**config.mk**
```make
export PLATFORM = sky130hd
export DESIGN_NAME = frog_lane_engine
export DESIGN_NICKNAME = d
export VERILOG_FILES = /design/src/rtl/frog_lane_engine_pkg.sv /design/src/rtl/frog_lane_step.sv /design/src/rtl/frog_lane_engine.sv
export SDC_FILE = /design/constraint.sdc
export NUM_CORES = 1
export LEC_CHECK = 0
export ABC_AREA = 1
export BUFFER_PORTS_ARGS = -buffer_cell sky130_fd_sc_hd__buf_2
export CORE_MARGIN = 4
export CORE_UTILIZATION = 30
export DETAILED_ROUTE_END_ITERATION = 12
export PLACE_DENSITY_LB_ADDON = 0.25
export SYNTH_ARGS = -nofsm -noshare
export SYNTH_HDL_FRONTEND = slang
export SYNTH_SLANG_ARGS = --single-unit
```
**constraint.sdc**
```tcl
create_clock -name CLK -period 6.2 [get_ports CLK]
set_input_delay 1.24 -clock CLK [delete_from_list [all_inputs] [get_ports CLK]]
set_output_delay 1.24 -clock CLK [all_outputs]
set_load 0.1 [all_outputs]
```
**src/rtl/frog_lane_engine_pkg.sv**
```systemverilog
// Shared constants, state encoding and geometry helpers for the Frog
// obstacle engine.
//   coord_t     : 11-bit coordinate, wide enough that x + width never wraps
//   state_e     : lane engine FSM state
//   box_overlap : half-open rectangle intersection test
package frog_lane_engine_pkg;

  localparam int H_DISPLAY_D = 640;
  localparam int V_DISPLAY_D = 480;
  localparam int CAR_W_D     = 32;
  localparam int CAR_H_D     = 32;
  localparam int PLAYER_W_D  = 32;
  localparam int PLAYER_H_D  = 32;
  localparam int XW          = 11;

  typedef logic [XW-1:0] coord_t;

  typedef enum logic [1:0] {
    ST_RUN    = 2'd0,
    ST_SCAN   = 2'd1,
    ST_CHECK  = 2'd2,
    ST_FROZEN = 2'd3
  } state_e;

  // True when [ax,ax+aw) x [ay,ay+ah) intersects [bx,bx+bw) x [by,by+bh).
  function automatic logic box_overlap(
    input coord_t ax, input coord_t ay, input coord_t aw, input coord_t ah,
    input coord_t bx, input coord_t by, input coord_t bw, input coord_t bh);
    return (ax < bx + bw) && (bx < ax + aw) &&
           (ay < by + bh) && (by < ay + ah);
  endfunction

endpackage

```
**src/rtl/frog_lane_step.sv**
```systemverilog
// Next x position of one lane with horizontal wrap-around.
//   x    : current x (0..H_DISPLAY-1)
//   step : pixels moved this frame
//   left : 1 = move left, 0 = move right
//   nx   : new x, always 0..H_DISPLAY-1
module frog_lane_step
  import frog_lane_engine_pkg::*;
#(
  parameter int H_DISPLAY = H_DISPLAY_D
) (
  input  coord_t x,
  input  coord_t step,
  input  logic   left,
  output coord_t nx
);

  localparam coord_t HD = coord_t'(H_DISPLAY);

  coord_t sum;
  assign sum = x + step;

  always_comb begin
    nx = sum;
    if (left) begin
      nx = (x < step) ? x + HD - step : x - step;
    end else if (sum >= HD) begin
      nx = sum - HD;
    end
  end

endmodule

```
**src/rtl/frog_lane_engine.sv**
```systemverilog
// Frog obstacle engine: NUM_LANES car lanes advanced once per frame by a
// sequential scanner, player collision detection with a freeze/respawn
// FSM, and a registered car-pixel flag for the colour mux.
//   CLK, RST_N         : pixel clock, async active-low reset
//   frame_tick, enable : frame strobe, game-running qualifier
//   h_count, v_count   : current raster position
//   player_x, player_y : player box top-left
//   car_px             : raster pixel inside a car (1-cycle latency)
//   busy               : lane scan in progress
//   collision, respawn : one-cycle event pulses
//   frozen             : freeze period after a hit
module frog_lane_engine
  import frog_lane_engine_pkg::*;
#(
  parameter int NUM_LANES     = 4,
  parameter int H_DISPLAY     = H_DISPLAY_D,
  parameter int V_DISPLAY     = V_DISPLAY_D,
  parameter int LANE_Y0       = 320,
  parameter int LANE_PITCH    = 32,
  parameter int CAR_W         = CAR_W_D,
  parameter int CAR_H         = CAR_H_D,
  parameter int PLAYER_W      = PLAYER_W_D,
  parameter int PLAYER_H      = PLAYER_H_D,
  parameter int STEP_BASE     = 2,
  parameter int STEP_INC      = 1,
  parameter int INIT_SPACING  = 160,
  parameter int FREEZE_FRAMES = 60
) (
  input  logic       CLK,
  input  logic       RST_N,
  input  logic       frame_tick,
  input  logic       enable,
  input  logic [9:0] h_count,
  input  logic [9:0] v_count,
  input  logic [9:0] player_x,
  input  logic [9:0] player_y,
  output logic       car_px,
  output logic       busy,
  output logic       collision,
  output logic       frozen,
  output logic       respawn
);

  localparam int IW = (NUM_LANES > 1) ? $clog2(NUM_LANES) : 1;
  localparam int CW = $clog2(FREEZE_FRAMES + 1);

  state_e                         state, state_nxt;
  logic [IW-1:0]                  idx;
  logic [NUM_LANES-1:0][XW-1:0]   lane_x;
  logic                           hit;
  logic [CW-1:0]                  frz_cnt;
  logic                           respawn_q;

  // Shared lane datapath, steered by the scan index.
  coord_t cur_x, cur_y, cur_step, new_x;
  assign cur_x    = lane_x[idx];
  assign cur_y    = coord_t'(LANE_Y0)   + coord_t'(idx) * coord_t'(LANE_PITCH);
  assign cur_step = coord_t'(STEP_BASE) + coord_t'(idx) * coord_t'(STEP_INC);

  frog_lane_step #(.H_DISPLAY(H_DISPLAY)) u_step (
    .x    (cur_x),
    .step (cur_step),
    .left (idx[0]),
    .nx   (new_x)
  );

  logic last_lane, tick_ok, frz_done, lane_hit;
  assign last_lane = (idx == IW'(NUM_LANES - 1));
  assign tick_ok   = frame_tick & enable;
  assign frz_done  = frame_tick && (frz_cnt == CW'(1));
  assign lane_hit  = box_overlap(new_x, cur_y, coord_t'(CAR_W), coord_t'(CAR_H),
                                 {1'b0, player_x}, {1'b0, player_y},
                                 coord_t'(PLAYER_W), coord_t'(PLAYER_H));

  // Raster compare against every lane; off-screen pixels clip cars that
  // extend past the right edge instead of wrapping them.
  coord_t                 hc, vc;
  logic [NUM_LANES-1:0]   pix_hit;
  logic                   on_screen;
  assign hc        = {1'b0, h_count};
  assign vc        = {1'b0, v_count};
  assign on_screen = (hc < coord_t'(H_DISPLAY)) && (vc < coord_t'(V_DISPLAY));

  for (genvar i = 0; i < NUM_LANES; i++) begin : g_pix
    localparam coord_t LY = coord_t'(LANE_Y0 + i * LANE_PITCH);
    assign pix_hit[i] = (hc >= lane_x[i]) && (hc < lane_x[i] + coord_t'(CAR_W)) &&
                        (vc >= LY) && (vc < LY + coord_t'(CAR_H));
  end

  // FSM state register
  always_ff @(posedge CLK or negedge RST_N) begin
    if (!RST_N) state <= ST_RUN;
    else        state <= state_nxt;
  end

  // FSM next state
  always_comb begin
    state_nxt = state;
    case (state)
      ST_RUN:    if (tick_ok)   state_nxt = ST_SCAN;
      ST_SCAN:   if (last_lane) state_nxt = ST_CHECK;
      ST_CHECK:  state_nxt = hit ? ST_FROZEN : ST_RUN;
      ST_FROZEN: if (frz_done)  state_nxt = ST_RUN;
      default:   state_nxt = ST_RUN;
    endcase
  end

  // FSM outputs
  always_comb begin
    busy      = (state == ST_SCAN);
    collision = (state == ST_CHECK) && hit;
    frozen    = (state == ST_FROZEN);
  end

  assign respawn = respawn_q;

  // Lane positions, hit latch, freeze counter, pixel flag
  always_ff @(posedge CLK or negedge RST_N) begin
    if (!RST_N) begin
      for (int i = 0; i < NUM_LANES; i++)
        lane_x[i] <= coord_t'((i * INIT_SPACING) % H_DISPLAY);
      idx       <= '0;
      hit       <= 1'b0;
      frz_cnt   <= '0;
      respawn_q <= 1'b0;
      car_px    <= 1'b0;
    end else begin
      car_px    <= on_screen & (|pix_hit);
      respawn_q <= (state == ST_FROZEN) && frz_done;
      case (state)
        ST_RUN: if (tick_ok) begin
          idx <= '0;
          hit <= 1'b0;
        end
        ST_SCAN: begin
          lane_x[idx] <= new_x;
          hit         <= hit | lane_hit;
          idx         <= last_lane ? '0 : idx + IW'(1);
        end
        ST_CHECK: if (hit) frz_cnt <= CW'(FREEZE_FRAMES);
        ST_FROZEN: if (frame_tick) frz_cnt <= frz_cnt - CW'(1);
        default: ;
      endcase
    end
  end

endmodule

```
==> flow_summary.ini, run 1 <==
[synth]
yosysSeqAreaShare = 0.211
syn_inst = 935
yosysMostFrequentCell = nand2_1
synth_cell_types = 55
synth_ff_type = dfrtp_1
synthTopCellsByCount = nand2_1, inv_1, ha_1
avgSynthCellArea_um2 = 7.27
synth-edff-count = 0
ys_warn_count = 0
syn-num-nets = 1111
async_reset_ff_frac = 1.00
netlist_area_um2 = 6800
synth_top_area_frac = 0.236
synth_seq_cells = 57
yosysTopAreaCell = ha_1
synthTopCellsByArea = ha_1, dfrtp_1, nand2_1, inv_1, o21ai_0

[critical_path]
r2r_end = hit
r2r_setup_slack_ps = 1110
cp_common_cell = nand2_1
worstPathArrival_ps = 5360
cp.required_ps = 6460
worstSetupEndpoint = hit
rr_worst_depth = 27
path_class = flip-flop to flip-flop
crit_path_top_delay_cell = dfrtp_1
slowest_delay_ps = 590
r2r_start = idx[0]
crit_path_end_kind = flip-flop
critPathLaunch = idx[0]
critical_path.startpoint_type = flip-flop
critPathMaxFanout = 31

[clock_network]
cts_hold_buf = 0
clock-sinks = 57
cts_tree = done
post-cts-setup-buffers = 0
clockBufferDepth = 2
root_buffer = clkbuf_16
cts-buffers-inserted = 9
clock_latency_ps = 330
clkTransAtPathRegs_ps = 50
cts_resized = 0
h-tree-depth = 3

[die]
coreArea_um2 = 22000
die_x_um = 159
initial_core_util = 0.309
num_rows = 54
dieArea_um2 = 25100
die_h_um = 159
pin_count = 49

[cells_and_area]
drive_gt1_frac = 0.121
diodes = 0
area_growth_pct = 12.5
final_nets = 1159
register_area_um2 = 1440
multiInputGateArea_um2 = 4740
n_fill_cell = 2397

[drt]
post_drt_via_cell_ratio = 4.81
num_vias = 6098
routed_wl_um = 18300
post-route-drc-count = 0
drtIter0Drc = 287
wl_per_cell_um = 14.5
final_antenna_net_count = 0
drt-pass1-iter-count = 5

[place]
dpl.hpwl_um = 14600
gp_congestion = 0.828
io_buffers = 43

[grt]
grt_usage = 0.151
overflow = 0
grt_pass1_vias = 5899
grt_pass1_wl_um = 30200
grt_antenna_before_repair = 0
grt_max_degree = 58

[sta]
worstMarginPinSlew_ps = 919
setup-violations-final = 0
fmax_mhz = 196
tns_ps = 0
period_needed_ps = 5090
rsz0062_at_grt = false
fin_crit_sh = 0.821
relSlewSlack = 0.381
finalClockSkew_ps = 6.14
hold_viol_final = 0
drv_slew = 0

[status]
outcome = completed

[flow_run]
drv_cap = 0

[min_path]
min_path_type = flip-flop to flip-flop
## logic make-up after synthesis
| kind of cell | share of synthesized area |
|---|---|
| and+or+nand+nor | 0.267 |
| AOI/OAI and AO/OA | 0.144 |
| buffers and inverters | 0.0909 |
| adders and majority gates | 0.247 |
| DFF | 0.211 |
| xor gates and xnor gates | 0.0399 |
## worst min path at each step
stage                           from    endpoint  cells after the start
after detailed placement   lane_x[2]   lane_x[2]                      2
final                            hit         hit                      2
after CTS                        hit         hit                      2
after floorplan                  hit         hit                      2
after global routing             hit         hit                      2
after global placement    lane_x[37]  lane_x[37]                      2
## flip-flops by register name, summed over array words and instances (netlist names)
name	cells
car_px	1
frz_cnt	6
hit	1
idx	2
lane_x	44
respawn	1
state	2
## critical path, delay by kind of cell (launching register included)
family	cells	cell delay, ps
and+or+nand+nor	16	1860
buffers and inverters	6	870
AOI/OAI and AO/OA	2	860
adders and majority gates	3	820
DFF	1	590
## metrics by stage
step / hold slack [ps] / worst slack (ps) / utilization / std cells / instance area [um2]
CTS: 490 / 1020 / 0.347 / 1268 / 7640
global route: 503 / 565 / 0.347 / 1268 / 7640
global placement: 469 / 1120 / 0.333 / 1252 / 7330
floorplan: 449 / 1450 / - / 935 / 6800
detailed placement: 477 / 1040 / 0.333 / 1252 / 7330
finish: 486 / 1110 / 0.347 / 1268 / 7640
## metal layers
layer,track usage,vias to the layer above,part of all wire
met1,0.214,2765,0.51
met3,0.0239,15,0.041
met4,0.0309,0,0.012
met5,0,-,0
li1,-,3209,-
met2,0.245,109,0.44
## cell type report
cell class              instances  share of cell area
well taps                     280              0.0458
repair buffers                 50              0.0350
flip-flops and latches         57               0.188
clock inverters                 4             0.00655
multi-input cells             725               0.620
clock buffers                  12              0.0349
inverters                     140              0.0694
## cell usage in the layout (no fill, tap or decap), types with 22 or more instances in the layout
master,count
nand2_1,209
inv_1,131
ha_1,128
o21ai_0,77
nand3_1,64
a21oi_1,54
nor2_1,51
dfrtp_1,49
buf_2,43
xor2_1,22
Power of run 1 is left out: the tool's default activity adds up to more than one toggle a clock period on the data nets, which glitch-free logic cannot reach.
==> run 2, diff against run 1 <==
- clock period: 6.2 -> 4.3 ns (I/O delays scaled with it)
==> run 2 against run 1 <==
  * Non-clock buffer count up 36
  * Final area up 5.7%
  * Flip-flop and latch count unchanged
  * Largest cell class unchanged
  * Clock skew up 1.9 ps
  * Wire length up 2.7%
  * Critical endpoint unchanged
  * Cell count up 2.8%
  * Core utilization up 2.0 points
  * Die area unchanged
  * First-iteration DRC count up 20%
  * Sequential share of layout area down 1.0 points
  * Critical path type unchanged
  * Setup slack worse by 900 ps
  * Hold slack worse by 4.2 ps
==> flow_summary.ini, run 2 (synthesis gave the netlist of run 1 again) <==
[clock_network]
h-tree-depth = 3
cts_tree = done
clock_latency_ps = 330
clockBufferDepth = 2
cts-buffers-inserted = 9
root_buffer = clkbuf_16
clkTransAtPathRegs_ps = 60
clock-sinks = 57

[grt]
grt_antenna_before_repair = 0
overflow = 0
grt_pass1_wl_um = 30200
grt_pass1_vias = 5862
grt_max_degree = 35
grt_usage = 0.153

[sta]
finalClockSkew_ps = 8.02
drv_slew = 0
hold_viol_final = 0
fin_crit_sh = 0.952
setup-violations-final = 0
fmax_mhz = 244
worstMarginPinSlew_ps = 807
period_needed_ps = 4090
relSlewSlack = 0.462

[cells_and_area]
fin_cells = 1304
drive_gt1_frac = 0.186
register_area_um2 = 1440
reg_top3 = lane_x x44, frz_cnt x6
n_fill_cell = 2366
regMostFlops = lane_x
final_nets = 1195
final_common_cell = nand2_1
area_growth_pct = 18.9
diodes = 0
multiInputGateArea_um2 = 4890
largest_reg_flops = 44
fin_util = 0.367
final_cell_mix = nand2_1, inv_1, ha_1

[critical_path]
crit_path_end_kind = flip-flop
critical_path.startpoint_type = flip-flop
crit_path_top_delay_cell = dfrtp_2
path_class = flip-flop to flip-flop
cp.required_ps = 4580
critPathMaxFanout = 7
slowest_delay_ps = 480
cp_top_family = adder cells
crit_buf_inv = 5
worstPathArrival_ps = 4370

[die]
num_rows = 54
die_x_um = 159
die_h_um = 159
dieArea_um2 = 25100
pin_count = 49
initial_core_util = 0.309
coreArea_um2 = 22000

[drt]
routed_wl_um = 18800
drt-pass1-iter-count = 5
post-route-drc-count = 0
num_vias = 6234
post_drt_via_cell_ratio = 4.78
drtIter0Drc = 343
wl_per_cell_um = 14.4
final_antenna_net_count = 0

[place]
dp.cells = 1280
dpl.hpwl_um = 15200
gp_congestion = 0.826
io_buffers = 43

[flow_run]
drv_cap = 0

[min_path]
min_path_type = flip-flop to flip-flop

[status]
outcome = completed
run 2: cell types whose count changed in the layout (fill, tap and decap cells not counted), sizes merged:
cell and change:
buf +36, clkbuf -3, inv +2, clkinvlp +1
run 2: repair_timing:
item                                    CTS  global route
setup buffers                             0             8
hold buffers                              0             0
hold endpoints to repair                  0             0
endpoints found under the setup margin    0             1
resized for setup                         0            41
run 2: area by class of cell:
type	instances	share of cell area
Clock buffer	9	0.0279
Clock inverter	7	0.00975
Inverter	140	0.0659
Sequential cell	57	0.178
Multi-Input combinational cell	725	0.605
Tap cell	280	0.0433
Timing Repair Buffer	86	0.0706
run 2: worst paths after layout:
check	from	endpoint	slack, ps	depth (start not counted)
max in group asynchronous	RST_N	lane_x[28]	2800	2
worst max register to register	idx[0]	hit	210	27
min in group asynchronous	RST_N	state[1]	610	1
worst max-delay path	idx[0]	hit	210	27
worst min register to register	hit	hit	480	2
worst min-delay path	hit	hit	480	2
run 2: worst min-delay path, cell delays in order, from the launching register on:
cell     delay (ps)
dfrtp_1         350
nand2_1          50
nand2_1          50
run 2: through the flow:
| step | setup TNS (ps) | setup WS, ps | instance area [um2] | hold WS, ps |
|---|---|---|---|---|
| 2_1_floorplan | 0 | 13.6 | 6840 | 449 |
| 3_3_place_gp | 0 | 71.1 | 7570 | 467 |
| 3_5_place_dp | 0 | 39.5 | 7570 | 469 |
| 4_1_cts | 0 | 33.0 | 7880 | 492 |
| 5_1_grt | -7.71 | -7.71 | 8080 | 519 |
| 6_report | 0 | 207 | 8080 | 482 |
run 2: layer usage:
| metal | part of all wire | routed length [um] | GRT usage | vias to the layer above |
|---|---|---|---|---|
| met3 | 0.031 | 586 | 0.0236 | 11 |
| met4 | 0.0097 | 182 | 0.0264 | 0 |
| li1 | - | - | - | 3283 |
| met2 | 0.45 | 8460 | 0.243 | 108 |
| met5 | 0 | 0 | 0 | - |
| met1 | 0.51 | 9600 | 0.221 | 2832 |
Power of run 2 is left out for the same reason.
